==> config.mk <==
export PLATFORM = sky130hd
export DESIGN_NAME = random_gen
export DESIGN_NICKNAME = d
export VERILOG_FILES = /design/src/rtl/random_gen.sv
export SDC_FILE = /design/constraint.sdc
export NUM_CORES = 1
export LEC_CHECK = 0
export ABC_AREA = 1
export ABC_CLOCK_PERIOD_IN_PS = 1950
export CAP_MARGIN = 40
export CORE_MARGIN = 5
export CORE_UTILIZATION = 42
export DETAILED_ROUTE_END_ITERATION = 8
export PLACE_DENSITY = 0.79
export SETUP_SLACK_MARGIN = 0.15
export SYNTH_ARGS = -nofsm -noshare
export SYNTH_HDL_FRONTEND = slang
export SYNTH_SLANG_ARGS = --single-unit
==> constraint.sdc <==
create_clock -name clk -period 1.95 [get_ports clk]
set_input_delay 0.39 -clock clk [delete_from_list [all_inputs] [get_ports clk]]
set_output_delay 0.39 -clock clk [all_outputs]
set_load 0.02 [all_outputs]
==> src/rtl/random_gen.sv <==
// 16-bit Fibonacci LFSR random source (x^16+x^14+x^13+x^11+1) with byte, bit and
// offset-distribution views of the current state and a registered new-value strobe.
module random_gen #(
    parameter logic [15:0] SEED      = 16'hACE1,
    parameter logic [7:0]  DIST_BASE = 8'd13
) (
    input  logic        clk,
    input  logic        rst_n,
    input  logic        seed_load,
    input  logic [15:0] seed,
    input  logic        next,
    output logic [7:0]  rand_out,
    output logic        rand_bit,
    output logic [7:0]  dist_out,
    output logic        rand_valid,
    output logic [15:0] state_out
);

    // A zero SEED parameter would lock the LFSR, so fall back to a known-good value.
    localparam logic [15:0] SEED_SAFE = (SEED == 16'h0000) ? 16'hACE1 : SEED;

    logic [15:0] state;
    logic [15:0] state_nxt;
    logic        feedback;

    assign feedback = state[15] ^ state[13] ^ state[12] ^ state[10];

    // Zero-state recovery outranks everything; a load outranks a step.
    always_comb begin
        state_nxt = state;
        if (state == 16'h0000) begin
            state_nxt = SEED_SAFE;
        end else if (seed_load) begin
            state_nxt = (seed == 16'h0000) ? SEED_SAFE : seed;
        end else if (next) begin
            state_nxt = {state[14:0], feedback};
        end
    end

    // NOTE: registers use non-blocking assignments so every flop samples pre-edge values.
    always_ff @(posedge clk or negedge rst_n) begin
        if (!rst_n) begin
            state      <= SEED_SAFE;
            rand_valid <= 1'b0;
        end else begin
            state      <= state_nxt;
            rand_valid <= seed_load | next;
        end
    end

    assign state_out = state;
    assign rand_out  = state[7:0];
    assign rand_bit  = state[0];
    assign dist_out  = DIST_BASE + {5'b00000, state[2:0]};

endmodule

Yosys cells after proc, flatten, opt, wreduce, memory -nomap -nowiden
Index checks and enable logic that the tools add are counted.

cells by class
  bitwise gates (word level) = 4
  $mul = 0
  multiplexer cells = 4
  equal/unequal tests = 0
  div/mod/pow operators = 0
  reduce and logical (&&, ||, !) cells = 3
  add/subtract/negate cells = 1
  $lt $le $gt $ge = 0
  shifts and indexed selects = 0

operator list
  kind                                         count
  two-way mux 16 bit                           4
  logical NOT 16 bit                           2
  adder 4 x 3 -> 5 bit (first input constant)  1
  nonzero test 3 bit                           1
  bitwise XOR 1 bit                            3
  OR 1 bit                                     1

storage, ports and cells
  word-level logic and storage cells = 14
  input bits = 20
  RAM bits = 0
  ROM bits = 0
  output and inout port bits = 34
  bits in registers = 17
  latch bits = 0
  memories kept = 0

Depth between registers and ports, before layout
  word-level depth = 6
  gate-level depth with buffers = 11
  depth with buffers taken out = 10

Worst setup path after synthesis
Ideal clock, no wire load.

  path kind = reg-to-reg
  start = register state[0], in the netlist state_out[0]
  end = register state[10], in the netlist state_out[10]
  data arrival time = 1.581 ns
  setup time = 0.078 ns
  path buffers = 1
  setup slack = 0.291 ns
  period minus slack after synthesis = 1.659 ns
  required time = 1.872 ns
  cell stages (with the launch flop) = 12
  cells stage by stage = dfstp_2 > inv_1 > ha_1 > inv_1 > nor2_1 > nand2_1 > nor2_2 > nand2_4 > nand2_4 > buf_8 > nor2_1 > a21oi_2

between the ends
  longest elaborated chain between the ends = 2
  elaborated cells between the ends (all ways) = 3
  those cells by class = mux (1); reduce/logical (2)

RTL lines
  what                                                                              RTL line  source
  start, declared                                                                   22        logic [15:0] state;
  start signal, assigned                                                            46        state <= state_nxt;
  logical NOT 16 bit (*)                                                            31        if (state == 16'h0000) begin
  nonzero test 3 bit (no source line) / two-way mux 16 bit (equally long branches)  -

Mark *: on every way between the ends. The rest lies on a longest branch, timed or not.
A chain may end at the register's enable or synchronous reset.

Final worst setup path
  start = register state[0], in the netlist state_out[0]
  end = output dist_out[2]

between the ends
  longest elaborated chain between the ends = 1

RTL lines
  what                  RTL line  source
  adder 4 x 3 -> 5 bit  54        assign dist_out = DIST_BASE + {5'b00000, state[2:0]};
  end, declared         14        output logic [7:0] dist_out,

Every way passes these cells.

==> run metrics <==
outcome=completed; Final ANT Viol Nets=0; Num CTS Buffers=3; number of top-level pins=54; CTS Hold Bufs=0; Design Power=approximately 1.2 mW; max_cap viols=0; detail-routed via count per cell=around 4.9; RSZ-0062 raised after global routing=yes; DIE AREA=~0.0042 mm²; crit-path max FO=4; GRT overflow=0; Placement Setup Slack=-0.0468 ns; CTS tree=built; antenna cells=0; Avg WL per Cell=between 10 and 15 µm; Tcrit/Tclk final=0.949; most frequent cells in the layout=40 x nor2_1, 35 x nand2_1, 26 x clkdlybuf4s50_1; Skew-Pair Late Insertion Delay=between 0.2 and 0.3 ns; Clock transition at path regs=~0.11 ns; post-synthesis cell type count=23; CP max stage cell=dfstp_2; fmax=between 0.5 and 0.6 GHz; Ys Warns=0; antenna violations before repair=0; fin nets=between 200 and 250; Cells after Synth=between 150 and 200; setup violators final=0; first drt pass iteration count=6; critical path endpoint category=output port; CP delay by family, top=flip-flops; CP cell instances=ha_4 > inv_2 > ha_4 > inv_2 > buf_6; worst min path class=in -> async; gr usage total=0.153; register area share after synthesis=0.342; dpl cells=between 200 and 300; maximum vdd drop=around 0.36 mV; pin count of the biggest net entering global routing=27; Detailed Place HPWL=~2400 µm; Min Hold Slack=between 0.4 and 0.5 ns; post-route insts no fill=257; RD Place Congestion=0.837; Buf+Inv Stages, Crit Path=3; Leakage=0.920 nW; first-pass GRT wire length=a little over 5000 µm; Core Rows=20; Final Skew=0.00145 ns; P&R area growth vs syn=42.3%; CP arrival=roughly 1.5 ns; Worst EP required=about 1.6 ns; clock sink count=17; Die W=approximately 65 µm; layout cells sized above 1=0.196; final-report max-slew violation count=0; Final Core Density=0.608; most common cell after layout, fill and taps aside=nor2_1; depth of the CTS H-tree=1; crit path kind=reg -> out; DR vias=1264; residual DRC count=0; Worst setup SP type=flip-flop; final hold vios=0; clock buffer depth=2; post-route worst setup slack=0.0992 ns; Mapped Area=approximately 0.0013 mm²; DRT iter0 DRCs=70; CP peak stage delay=about 0.6 ns; flops & latches, synth=17; Placeable Area=a little under 0.003 mm²; mean post-synth cell area=just over 7 µm²; routed wire length=roughly 3400 µm; Power Density=687 mW/mm²; Die H=around 65 µm; vias in the first global route=1134; Clk Tree Root Cell=clkbuf_4; Final Critical Period=1.85 ns; port buffer count=50; Initial Util=0.427
[flip-flops by register name (all words and copies together) (netlist names)]
signal / cells
state_out: 16
rand_valid: 1
[worst paths after layout]
kind                                                start                   endpoint  slack (ns)  cells after the start
worst min-delay path                                rst_n   state_out[3]$_DFFE_PN0P_        0.41                      2
max in group asynchronous                           rst_n  state_out[10]$_DFFE_PN1P_        1.28                      2
min in group clk                state_out[15]$_DFFE_PN1P_  state_out[15]$_DFFE_PN1P_        0.54                      2
worst max register to register   state_out[1]$_DFFE_PN0P_   state_out[0]$_DFFE_PN1P_        0.28                     11
worst min register to register  state_out[15]$_DFFE_PN1P_  state_out[15]$_DFFE_PN1P_        0.54                      2
worst max-delay path             state_out[0]$_DFFE_PN1P_                dist_out[2]         0.1                      5
[cells in the mapped netlist]
master	count	area, µm²
nor2_4	1	11.3
a21oi_1	8	40.0
nand2_4	3	33.8
buf_4	12	90.1
conb_1	1	3.75
buf_2	1	5.00
inv_1	26	97.6
inv_2	1	3.75
ha_1	3	37.5
a21oi_2	4	35.0
dfstp_2	8	210
buf_8	1	15.0
nand3_1	3	15.0
nor2_1	40	150
nor2_2	7	43.8
o2111ai_1	1	8.76
buf_12	1	20.0
clkbuf_8	1	13.8
mux2i_1	3	30.0
o22ai_1	7	43.8
clkbuf_4	1	7.51
dfrtp_1	9	225
nand2_1	35	131
[cells by family after synthesis]
family / count (synthesis) / synth area share
and+or+nand+nor: 89 / 0.303
buffers and inverters: 44 / 0.199
AOI/OAI and AO/OA: 20 / 0.100
DFF: 17 / 0.342
muxes: 3 / 0.0236
adders and majority gates: 3 / 0.0295
other: 1 / 0.00295
[metal layers]
metal	track usage	up-vias	wire length (µm)
met3	0.0277	4	204
met4	0.0389	0	31
li1	-	622	-
met2	0.267	50	1780
met5	0	-	0
met1	0.193	588	1410
[power breakdown]
part	total [mW]	internal (mW)	switching, mW
clock network	0.199	0.0796	0.120
logic	0.581	0.254	0.327
registers	0.464	0.414	0.0492
total	1.24	0.748	0.496
[cell type report]
| type | instances | area [µm²] |
|---|---|---|
| clock buffers | 4 | 26.3 |
| fillers | 288 | 1170 |
| inverters | 27 | 101 |
| multi-input cells | 120 | 669 |
| flip-flops and latches | 17 | 435 |
| well taps | 33 | 41.3 |
| repair buffers | 56 | 537 |
[stage by stage]
| step | area, µm² | TNS (ns) |
|---|---|---|
| 4_1_cts | 1710 | 0 |
| 3_5_place_dp | 1720 | -0.0468 |
| 6_report | 1810 | 0 |
| 5_1_grt | 1810 | 0 |
| 3_3_place_gp | 1720 | -0.0372 |
| 2_1_floorplan | 1280 | 0 |
[timing repair]
item                                    in CTS  in global routing
pin swaps                                    0                  7
gates cloned                                 0                  2
resized for setup                           33                 14
hold endpoints to repair                     0                  0
setup buffers                                0                  1
endpoints found under the setup margin      22                  5
No activity file was read; power rests on OpenSTA's default activity.
